**config.mk**
```make
export PLATFORM = sky130hd
export DESIGN_NAME = decoder3_8_pulse_hold_flat
export DESIGN_NICKNAME = d
export VERILOG_FILES = /design/src/rtl/decoder3_8_pulse_hold_pkg.sv /design/src/rtl/decoder3_8_pulse_hold_if.sv /design/src/rtl/decoder3_8_pulse_hold_dec3_8_comb.sv /design/src/rtl/decoder3_8_pulse_hold.sv /design/src/flat_wrapper.sv
export SDC_FILE = /design/constraint.sdc
export NUM_CORES = 1
export LEC_CHECK = 0
export BUFFER_PORTS_ARGS = -buffer_cell sky130_fd_sc_hd__buf_2
export CORE_UTILIZATION = 33
export CTS_CLUSTER_DIAMETER = 100
export DETAILED_ROUTE_END_ITERATION = 10
export GPL_ROUTABILITY_DRIVEN = 0
export PLACE_DENSITY_LB_ADDON = 0.2
export SLEW_MARGIN = 20
export SYNTH_ARGS = -nofsm -noshare
export SYNTH_HDL_FRONTEND = slang
export SYNTH_SLANG_ARGS = --single-unit
```
**constraint.sdc**
```tcl
create_clock -name clk -period 1.53 [get_ports clk]
set_clock_uncertainty 0.05 [all_clocks]
set_input_delay 0.0765 -clock clk [delete_from_list [all_inputs] [get_ports clk]]
set_output_delay 0.0765 -clock clk [all_outputs]
set_load 0.02 [all_outputs]
```
**src/rtl/decoder3_8_pulse_hold_pkg.sv**
```systemverilog
// Shared constants and types for the registered 3-to-8 pulse-hold decoder.
package decoder_pkg;

    localparam int CODE_W   = 3;
    localparam int ONEHOT_W = 8;

    typedef logic                state_t;
    typedef logic [CODE_W-1:0]   code_t;
    typedef logic [ONEHOT_W-1:0] onehot_t;

    localparam state_t ST_IDLE = 1'b0;
    localparam state_t ST_HOLD = 1'b1;

endpackage

```
**src/rtl/decoder3_8_pulse_hold_if.sv**
```systemverilog
// Code-in / one-hot-out bundle between an upstream encoder path and the decoder.
interface decoder3_8_pulse_hold_if;

    logic en;
    logic in_valid;
    logic in_ready;
    logic A2, A1, A0;
    logic Y7, Y6, Y5, Y4, Y3, Y2, Y1, Y0;
    logic busy;
    logic done;

    modport master (
        output en, in_valid, A2, A1, A0,
        input  in_ready, Y7, Y6, Y5, Y4, Y3, Y2, Y1, Y0, busy, done
    );

    modport slave (
        input  en, in_valid, A2, A1, A0,
        output in_ready, Y7, Y6, Y5, Y4, Y3, Y2, Y1, Y0, busy, done
    );

endinterface

```
**src/rtl/decoder3_8_pulse_hold_dec3_8_comb.sv**
```systemverilog
// Pure combinational 3->8 one-hot decode with enable; zero latency, no flow control.
module dec3_8_comb
    import decoder_pkg::*;
(
    input  logic    i_en,
    input  code_t   i_code,
    output onehot_t o_onehot
);

    always_comb begin
        o_onehot = '0;
        if (i_en) begin
            o_onehot[i_code] = 1'b1;
        end
    end

endmodule

```
**src/rtl/decoder3_8_pulse_hold.sv**
```systemverilog
// Registered 3-to-8 decoder holding each one-hot result for HOLD_CYCLES clocks; 1-clock latency.
// in_ready drops while a hold is counting down and whenever en=0; en=0 aborts any hold.
module decoder3_8_pulse_hold
    import decoder_pkg::*;
#(
    parameter int HOLD_CYCLES = 4,
    parameter int CNT_W       = 3
) (
    input  logic                      clk,
    input  logic                      rst_n,
    decoder3_8_pulse_hold_if.slave    dec_if
);

    localparam logic [CNT_W-1:0] CNT_LOAD = CNT_W'(HOLD_CYCLES - 1);

    state_t           r_state;
    state_t           w_state_nxt;
    logic [CNT_W-1:0] r_cnt;
    logic [CNT_W-1:0] w_cnt_nxt;
    onehot_t          r_y;
    onehot_t          w_y_nxt;
    logic             r_busy;
    logic             w_busy_nxt;
    logic             r_done;
    logic             w_done_nxt;

    code_t            w_code;
    onehot_t          w_dec;
    logic             w_cnt_zero;
    logic             w_in_ready;
    logic             w_accept;

    assign w_code     = {dec_if.A2, dec_if.A1, dec_if.A0};
    assign w_cnt_zero = (r_cnt == '0);

    // Gated by rst_n so upstream never sees a ready while the block is held in reset.
    assign w_in_ready = rst_n & dec_if.en &
                        ((r_state == ST_IDLE) | ((r_state == ST_HOLD) & w_cnt_zero));
    assign w_accept   = dec_if.in_valid & w_in_ready;

    dec3_8_comb u_dec (
        .i_en     (dec_if.en),
        .i_code   (w_code),
        .o_onehot (w_dec)
    );

    always_ff @(posedge clk or negedge rst_n) begin
        if (!rst_n) begin
            r_state <= ST_IDLE;
        end else begin
            r_state <= w_state_nxt;
        end
    end

    always_comb begin
        w_state_nxt = r_state;
        if (!dec_if.en) begin
            w_state_nxt = ST_IDLE;
        end else begin
            case (r_state)
                ST_IDLE: if (w_accept) w_state_nxt = ST_HOLD;
                ST_HOLD: if (w_cnt_zero && !w_accept) w_state_nxt = ST_IDLE;
                default: w_state_nxt = ST_IDLE;
            endcase
        end
    end

    // An accept in HOLD only happens at cnt==0, so it reloads Y with no all-zero gap.
    always_comb begin
        w_y_nxt    = r_y;
        w_busy_nxt = r_busy;
        w_cnt_nxt  = r_cnt;
        w_done_nxt = 1'b0;
        if (!dec_if.en) begin
            w_y_nxt    = '0;
            w_busy_nxt = 1'b0;
            w_cnt_nxt  = '0;
        end else if (w_accept) begin
            w_y_nxt    = w_dec;
            w_busy_nxt = 1'b1;
            w_cnt_nxt  = CNT_LOAD;
        end else if (r_state == ST_HOLD) begin
            if (!w_cnt_zero) begin
                w_cnt_nxt = r_cnt - CNT_W'(1);
            end else begin
                w_y_nxt    = '0;
                w_busy_nxt = 1'b0;
                w_done_nxt = 1'b1;
            end
        end
    end

    always_ff @(posedge clk or negedge rst_n) begin
        if (!rst_n) begin
            r_y    <= '0;
            r_busy <= 1'b0;
            r_cnt  <= '0;
            r_done <= 1'b0;
        end else begin
            r_y    <= w_y_nxt;
            r_busy <= w_busy_nxt;
            r_cnt  <= w_cnt_nxt;
            r_done <= w_done_nxt;
        end
    end

    assign dec_if.in_ready = w_in_ready;
    assign {dec_if.Y7, dec_if.Y6, dec_if.Y5, dec_if.Y4,
            dec_if.Y3, dec_if.Y2, dec_if.Y1, dec_if.Y0} = r_y;
    assign dec_if.busy     = r_busy;
    assign dec_if.done     = r_done;

endmodule

```
**src/flat_wrapper.sv**
```systemverilog
// flat-port wrapper written by rule: the top's interface ports become plain ports
module decoder3_8_pulse_hold_flat import decoder_pkg::*;
#(
    parameter int HOLD_CYCLES = 4,
    parameter int CNT_W       = 3
)
  (clk, rst_n, dec_if_en, dec_if_in_valid, dec_if_A2, dec_if_A1, dec_if_A0, dec_if_in_ready, dec_if_Y7, dec_if_Y6, dec_if_Y5, dec_if_Y4, dec_if_Y3, dec_if_Y2, dec_if_Y1, dec_if_Y0, dec_if_busy, dec_if_done);
  decoder3_8_pulse_hold_if dec_if_i ();
  input  logic clk;
  input  logic rst_n;
  input wire logic [$bits(dec_if_i.en)-1:0] dec_if_en;
  input wire logic [$bits(dec_if_i.in_valid)-1:0] dec_if_in_valid;
  input wire logic [$bits(dec_if_i.A2)-1:0] dec_if_A2;
  input wire logic [$bits(dec_if_i.A1)-1:0] dec_if_A1;
  input wire logic [$bits(dec_if_i.A0)-1:0] dec_if_A0;
  output wire logic [$bits(dec_if_i.in_ready)-1:0] dec_if_in_ready;
  output wire logic [$bits(dec_if_i.Y7)-1:0] dec_if_Y7;
  output wire logic [$bits(dec_if_i.Y6)-1:0] dec_if_Y6;
  output wire logic [$bits(dec_if_i.Y5)-1:0] dec_if_Y5;
  output wire logic [$bits(dec_if_i.Y4)-1:0] dec_if_Y4;
  output wire logic [$bits(dec_if_i.Y3)-1:0] dec_if_Y3;
  output wire logic [$bits(dec_if_i.Y2)-1:0] dec_if_Y2;
  output wire logic [$bits(dec_if_i.Y1)-1:0] dec_if_Y1;
  output wire logic [$bits(dec_if_i.Y0)-1:0] dec_if_Y0;
  output wire logic [$bits(dec_if_i.busy)-1:0] dec_if_busy;
  output wire logic [$bits(dec_if_i.done)-1:0] dec_if_done;
  assign dec_if_i.en = dec_if_en;
  assign dec_if_i.in_valid = dec_if_in_valid;
  assign dec_if_i.A2 = dec_if_A2;
  assign dec_if_i.A1 = dec_if_A1;
  assign dec_if_i.A0 = dec_if_A0;
  assign dec_if_in_ready = dec_if_i.in_ready;
  assign dec_if_Y7 = dec_if_i.Y7;
  assign dec_if_Y6 = dec_if_i.Y6;
  assign dec_if_Y5 = dec_if_i.Y5;
  assign dec_if_Y4 = dec_if_i.Y4;
  assign dec_if_Y3 = dec_if_i.Y3;
  assign dec_if_Y2 = dec_if_i.Y2;
  assign dec_if_Y1 = dec_if_i.Y1;
  assign dec_if_Y0 = dec_if_i.Y0;
  assign dec_if_busy = dec_if_i.busy;
  assign dec_if_done = dec_if_i.done;
  decoder3_8_pulse_hold #(.HOLD_CYCLES(HOLD_CYCLES), .CNT_W(CNT_W)) u_core (.clk(clk), .rst_n(rst_n), .dec_if(dec_if_i));
endmodule
```
==> run metrics, run 1 <==
routed vias/inst about 5.0; Layout area overhead 36.4%; FP Rows 15; area of the core around 1800 um^2; Num CTS Buffers 3; Final Hold Fails 0; maxcap violations 0; post-synth design cell area 653 um^2; total power between 0.8 and 0.9 mW; largest area contributor in the netlist dfrtp_1; dpl cell area about 780 um^2; fin crit share 1.02; Buf/Inv on CP 2; Critical Path Start Type flop; hold path start dec_if_A2; commonest non-fill, non-tap cell in the layout buf_2; crit path max fanout 3; CP max stage delay approximately 0.36 ns; Worst R2R Setup Slack around 0.010 ns; die height between 40 and 50 um; CTS tree built; Final Max Tran Viols 0; Ports 18; H-Tree Depth 1; Root Buffer Master clkbuf_4; Seq/Total Area, Yosys 0.536; final setup TNS -0.0362 ns; most frequent cells in the layout buf_2 (16), dfrtp_1 (14), a32o_1 (6), buf_4 (6), nand2_1 (5); r2r endpoint u_core.r_y[7]; VDD IR max 0.456 mV; first-pass GRT wire length 2170 um; 1st-iter DRT viols 11; fin area between 800 and 900 um^2; most used cell, CP ha_4; R2R depth 7; final worst slack -0.0362 ns; initial core utilization 0.366; R2R Path Start u_core.r_cnt[1]; antenna violations before repair 0; number of global-route vias before repair ~500; Critical Path RT 1.40 ns; WHS Endpoint u_core.r_y[4]; ranking of synthesized cells by area dfrtp_1 (54%), a32o_1 (9.2%), ha_1 (3.8%); Avg WL per Cell about 12 um; LEAKAGE ~0.46 nW; drt drc 0; CTS sink cnt 14; YS warnings 0; die extent in x between 40 and 50 um; post-synthesis register bit count 14; Post-synth ARST share 1.00; critical-path cell list inv_2 -> ha_4 -> ha_4 -> nand2b_4 -> and3_4 -> buf_6; max frequency around 0.64 GHz; Worst Hold Class input port to flop; Final HPWL DP 988 um; worst-skew pair later-pin latency roughly 0.29 ns; Cells after Synth between 50 and 60; post-synth cell types 25; Worst slew margin 0.780; endpoints failing setup 1; post-synthesis area per instance ~12 um^2; RSZ-0062 raised after global routing true; ANT cells 0; status complete, but fails checks; Tmin final 1.57 ns; Final Net Count 92; clk buf depth 2; GRT Util Overall 0.156; Die ar. 2160 um^2; Post-synth top flop dfrtp_1; Detailed Route WL ~1300 um; hold depth 2; worst-margin pin slew 0.329 ns; syn_nets 65; grt total ovfl 0; Synth top area share 0.536; clock-pin slew on the worst setup and hold paths approximately 0.090 ns; port bufs 17; number of flops mapped to enable cells by yosys 0; CP endpoint kind primary output; DRT antenna net count 0; CP max stage cell dfrtp_1; critical path class flop to primary output; via count about 530; Arr. time, crit path 1.44 ns; Crit path max-delay family flip-flops; PwrDens 909 nW/um^2; ratio of cells with drive above 1 in the final layout 0.488; drt pass-1 iters 4; failing checks negative setup slack; largest net degree at the start of global routing 12
## final cells by class
type | instances | area (um^2)
clock buffers | 4 | 36.3
fillers | 175 | 892
inverters | 5 | 18.8
multi-input cells | 35 | 308
flip-flops and latches | 14 | 350
well taps | 25 | 31.3
repair buffers | 24 | 146
## how the worst max path moves through the flow
stage | endpoint | depth (start not counted) | slack [ns] | startpoint
detailed placement | u_core.r_y[7] | 6 | -0.03 | u_core.r_cnt[1]
CTS | dec_if_in_ready | 6 | -0.08 | u_core.r_cnt[1]
global placement | u_core.r_y[7] | 6 | 0.004 | u_core.r_cnt[0]
finish | dec_if_in_ready | 6 | -0.04 | u_core.r_cnt[1]
global route | dec_if_in_ready | 6 | -0.1 | u_core.r_cnt[1]
floorplan | u_core.r_y[7] | 7 | 0.008 | u_core.r_cnt[0]
## flip-flops by register name (all words and copies together), names as in the netlist
name                cells
u_core.dec_if.done      1
u_core.dec_if.busy      1
u_core.r_cnt            3
u_core.r_y              8
u_core.r_state          1
## where the power goes
group	switching, mW	internal, mW
registers	0.00908	0.383
clock network	0.127	0.145
logic	0.0735	0.0723
## cell families after synthesis
| group | share of synthesized area |
|---|---|
| and+or+nand+nor | 0.174 |
| AOI/OAI and AO/OA | 0.194 |
| DFF | 0.536 |
| buffers and inverters | 0.0575 |
| adders and majority gates | 0.0383 |
## what timing repair did
item / in CTS / in global routing
endpoints found under the setup margin: 9 / 11
setup buffers: 1 / 1
hold endpoints to repair: 14 / 0
pin swaps: 1 / 0
gates resized for setup: 10 / 4
hold buffers: 1 / 0
## metrics by stage
step / std cells / setup slack (ns) / hold WS [ns] / util
after floorplan: 56 / 0.00780 / -0.269 / -
after global placement: 100 / 0.00409 / -0.135 / 0.438
after detailed placement: 100 / -0.0304 / -0.133 / 0.438
after CTS: 106 / -0.0767 / 0.0404 / 0.488
after global routing: 107 / -0.0966 / 0.0599 / 0.500
final: 107 / -0.0362 / 0.0475 / 0.500
## Yosys cell counts, types with 2 or more instances
cell and number:
a22o_1 2, a32o_1 6, dfrtp_1 14, ha_1 2
inv_1 5, nand2_1 5, nand4_1 2, nor2_1 2
o21ai_0 2
## routing by layer
| metal | share of wire | global-route usage |
|---|---|---|
| met1 | 0.48 | 0.184 |
| met3 | 0.046 | 0.0549 |
| met4 | 0.024 | 0.124 |
| met5 | 0 | 0 |
| met2 | 0.45 | 0.225 |
Note: power is estimated with default switching activity, not from simulation.
==> inputs of run 2 (changes only) <==
--- a/config.mk
+++ b/config.mk
@@ -11,6 +11,7 @@
 export DETAILED_ROUTE_END_ITERATION = 10
 export GPL_ROUTABILITY_DRIVEN = 0
 export PLACE_DENSITY_LB_ADDON = 0.2
+export REMOVE_ABC_BUFFERS = 1
 export SLEW_MARGIN = 20
 export SYNTH_ARGS = -nofsm -noshare
 export SYNTH_HDL_FRONTEND = slang
==> run metrics, run 2 (synthesis results as in run 1) <==
status complete, but fails checks; failing checks negative setup slack; final worst slack -0.0626 ns; GRT Util Overall 0.151; clock-pin slew on the worst setup and hold paths roughly 0.090 ns; Final Max Tran Viols 0; Buf/Inv on CP 2; number of global-route vias before repair ~470; critical path class flop to primary output; LEAKAGE 0.460 nW; worst-margin pin slew 0.346 ns; Final Hold Fails 0; Worst slew margin 0.768; Layout area overhead 35.8%; VDD IR max ~0.54 mV; grt total ovfl 0; Num CTS Buffers 3; largest net degree at the start of global routing 12; PwrDens ~900 nW/um^2; Worst Hold Class input port to flop; Detailed Route WL between 1000 and 1500 um; Critical Path Start Type flop; fin crit share 1.04; pre-CTS setup slack -0.0280 ns; Root Buffer Master clkbuf_4; first-pass GRT wire length between 2000 and 2500 um; port bufs 17; most used cell, CP ha_4; ratio of cells with drive above 1 in the final layout 0.476; max frequency between 0.6 and 0.7 GHz; Final HPWL DP around 1000 um; ANT cells 0; CTS sink cnt 14; die extent in x 46.5 um; dpl cell area around 790 um^2; Logic pwr share 0.178; initial core utilization 0.366; RSZ-0062 raised after global routing true; critical-path cell list inv_2 -> ha_4 -> ha_4 -> nand2b_4 -> and3_4 -> buf_6; Reg power frac 0.482; Tmin final ~1.6 ns; net switching power approximately 0.22 mW; Critical Path RT approximately 1.4 ns; worst-skew pair later-pin latency 0.29 ns; commonest non-fill, non-tap cell in the layout buf_2; clk buf depth 2; CP max stage cell dfrtp_1; sw frac 0.265; clock power share 0.340; Final Net Count 92; most frequent cells in the layout buf_2 (16), dfrtp_1 (14), a32o_1 (6), buf_4 (6), nand2_1 (5); endpoints failing setup 2; fillers around 170; fin area between 800 and 900 um^2; Die ar. ~2200 um^2; Ports 18; Largest regs u_core.r_y x8, u_core.r_cnt x3; die height ~46 um; FP Rows 15; area of the core about 1800 um^2; Cell Int Power approximately 0.6 mW; Avg WL per Cell 13.2 um; DRT antenna net count 0; crit path max fanout 3; Largest register FFs 8; Worst R2R Setup Slack 0 ns; antenna violations before repair 0; CTS tree built; drt drc 0; H-Tree Depth 1; routed vias/inst around 5.1; CP max stage delay 0.37 ns; Crit path max-delay family flip-flops; Layout Utilization 0.498; 1st-iter DRT viols 4; maxcap violations 0; CP endpoint kind primary output; Largest Register u_core.r_y; drt pass-1 iters 4; Arr. time, crit path ~1.5 ns; via count about 550
[run 2: cell counts in the layout (fill, tap and decap cells not counted)]
Identical to the previous run, type by type.
[run 2: worst paths after layout]
kind | startpoint | end | cells past startpoint
setup / recovery | u_core.r_cnt[1] | dec_if_in_ready | 6
hold / removal | dec_if_A2 | u_core.r_y[4] | 2
setup reg to reg | u_core.r_cnt[1] | u_core.r_y[7] | 7
hold reg to reg | u_core.r_y[4] | u_core.r_y[4] | 1
max in group asynchronous | rst_n | u_core.r_y[2] | 3
min in group asynchronous | rst_n | u_core.r_y[5] | 2
[run 2: metrics by stage]
stage | hold slack (ns) | std cells | TNS (ns) | power [mW]
floorplan | -0.269 | 54 | 0 | 0.461
global placement | -0.113 | 101 | 0 | 0.516
detailed placement | -0.106 | 101 | -0.113 | 0.518
CTS | 0.0513 | 107 | -0.0537 | 0.810
global route | 0.0549 | 107 | -0.228 | 0.849
finish | 0.0505 | 107 | -0.0672 | 0.813
[run 2: final cells by class]
| type | instances | area [um^2] | share of cell area |
|---|---|---|---|
| flip-flops and latches | 14 | 350 | 0.395 |
| multi-input cells | 35 | 304 | 0.343 |
| repair buffers | 24 | 146 | 0.165 |
| inverters | 5 | 18.8 | 0.0212 |
| well taps | 25 | 31.3 | 0.0353 |
| clock buffers | 4 | 36.3 | 0.0409 |
[run 2: power by group through the flow]
stage | Combinational [mW] | Clock, mW | Sequential, mW
6_report | 0.145 | 0.277 | 0.392
5_1_grt | 0.159 | 0.297 | 0.394
4_1_cts | 0.140 | 0.278 | 0.392
3_5_place_dp | 0.120 | 0 | 0.398
3_3_place_gp | 0.118 | 0 | 0.398
2_1_floorplan | 0.0558 | 0 | 0.405
[run 2: repair_timing]
item / CTS / global route
gates resized for setup: 10 / 2
pin swaps: 0 / 1
endpoints found under the setup margin: 9 / 9
setup buffers: 1 / 0
hold endpoints to repair: 14 / 0
hold buffers: 1 / 0
[run 2: per-layer routing]
| metal | vias to the layer above | wire length, um | GRT usage | share of wire |
|---|---|---|---|---|
| met4 | 0 | 46 | 0.106 | 0.033 |
| met1 | 269 | 643 | 0.191 | 0.46 |
| li1 | 257 | - | - | - |
| met3 | 5 | 49 | 0.0314 | 0.035 |
| met5 | - | 0 | 0 | 0 |
| met2 | 14 | 668 | 0.225 | 0.47 |
==> inputs of run 3 (changes only) <==
--- a/config.mk
+++ b/config.mk
@@ -6,6 +6,7 @@
 export NUM_CORES = 1
 export LEC_CHECK = 0
 export BUFFER_PORTS_ARGS = -buffer_cell sky130_fd_sc_hd__buf_2
+export CAP_MARGIN = 20
 export CORE_UTILIZATION = 33
 export CTS_CLUSTER_DIAMETER = 100
 export DETAILED_ROUTE_END_ITERATION = 10
==> constraint.sdc (replaced) <==
create_clock -name clk -period 1.53 [get_ports clk]
set_clock_uncertainty 0.05 [all_clocks]
set_input_delay 0.0765 -clock clk [delete_from_list [all_inputs] [get_ports clk]]
set_output_delay 0.0765 -clock clk [all_outputs]
set_load 0.1 [all_outputs]
==> run metrics, run 3 (synthesis results as in run 1) <==
first-pass GRT wire length ~2400 um; area of the core 1780 um^2; initial core utilization 0.366; VDD IR max ~0.37 mV; Worst slew margin 0.678; GRT Util Overall 0.170; antenna violations before repair 0; PwrDens between 800 and 900 nW/um^2; Layout area overhead 42.1%; Largest Register u_core.r_y; die extent in x roughly 46 um; fillers ~150; critical path class flop to primary output; Arr. time, crit path 1.48 ns; ratio of cells with drive above 1 in the final layout 0.488; dpl cell area around 800 um^2; maxcap violations 0; port bufs 17; FP Rows 15; area of the multi-input gates between 300 and 400 um^2; Worst Hold Class input port to flop; crit path from u_core.r_cnt[0]; Final Net Count 97; H-Tree Depth 1; via count roughly 550; Final HPWL DP roughly 1100 um; Hold Slack about 0.067 ns; fin crit share 1.05; R2R Path Start u_core.r_cnt[1]; largest net degree at the start of global routing 12; RSZ-0062 raised after global routing true; 1st-iter DRT viols 14; routed vias/inst 4.96; commonest non-fill, non-tap cell in the layout buf_2; final worst slack -0.0718 ns; Detailed Route WL roughly 1600 um; Largest regs u_core.r_y x8, u_core.r_cnt x3; worst-margin pin slew 0.486 ns; Layout Utilization 0.521; Die ar. roughly 2200 um^2; LEAKAGE between 0.4 and 0.5 nW; Reg area 350 um^2; endpoints failing setup 8; clock-pin slew on the worst setup and hold paths 0.08 ns; grt total ovfl 0; hold path start dec_if_A2; Critical Path RT 1.40 ns; Final Hold Fails 0; clk buf depth 2; Root Buffer Master clkbuf_4; Critical Path Start Type flop; failing checks negative setup slack; total power slightly above 0.8 mW; worst-skew pair later-pin latency 0.28 ns; most frequent cells in the layout buf_2 (16), dfrtp_1 (14), buf_4 (9), a32o_1 (6), nand2_1 (5); drt pass-1 iters 4; fin area a little over 900 um^2; status complete, but fails checks; CTS tree built; max frequency around 0.62 GHz; Tmin final between 1.5 and 2 ns; Avg WL per Cell between 10 and 15 um; crit path max fanout 2; DRT antenna net count 0; drt drc 0; Num CTS Buffers 3; Largest register FFs 8; Ports 18; CP endpoint kind primary output; ANT cells 0; number of global-route vias before repair roughly 530; CTS sink cnt 14; Final Max Tran Viols 0; die height ~46 um
## run 3: what timing repair did
action / CTS / global route
gates resized for setup: 10 / 2
setup buffers: 4 / 1
endpoints found under the hold margin: 14 / 0
endpoints found under the setup margin: 9 / 19
pin swaps: 4 / 3
hold buffers: 2 / 0
## run 3: cell type report
type,instances,share of cell area
clock buffers,3,0.0243
inverters,5,0.0202
multi-input cells,35,0.327
flip-flops and latches,14,0.377
well taps,25,0.0337
repair buffers,29,0.217
## run 3: final timing paths
check	slack (ns)	to	cells after the start
hold reg to reg	0.45	u_core.r_y[0]	1
hold / removal	0.07	u_core.r_y[4]	2
max in group asynchronous	0.51	u_core.r_y[3]	4
min in group asynchronous	0.13	u_core.r_y[6]	2
setup / recovery	-0.07	dec_if_in_ready	6
setup reg to reg	-0.03	u_core.r_y[5]	7
## run 3: per-stage QoR
stage | setup WS (ns) | instances | TNS [ns]
after CTS | -0.0850 | 110 | -0.142
after global placement | 0.0115 | 101 | 0
final | -0.0718 | 111 | -0.202
after global routing | -0.124 | 111 | -0.718
after detailed placement | -0.0468 | 101 | -0.195
after floorplan | -0.0780 | 54 | -0.0780
## run 3: power by group
part | internal, mW | switching [mW] | total, mW | leakage (nW)
clock | 0.0914 | 0.115 | 0.206 | 0.0138
sequential | 0.383 | 0.00979 | 0.393 | 0.191
combinational | 0.0893 | 0.131 | 0.220 | 0.283
total | 0.564 | 0.255 | 0.819 | 0.489
## run 3: layer usage
layer	global-route usage	part of all wire	vias up	routed length [um]
li1	-	-	266	-
met1	0.215	0.46	268	723
met2	0.258	0.48	13	756
met3	0.0235	0.037	4	58
met4	0.124	0.019	0	29
met5	0	0	-	0
## run 3: critical path, stage by stage, from the launching register on
cell and delay [ns]:
dfrtp_1 0.38, inv_2 0.08, ha_4 0.14, ha_4 0.12
nand2b_4 0.12, and3_4 0.19, buf_12 0.17
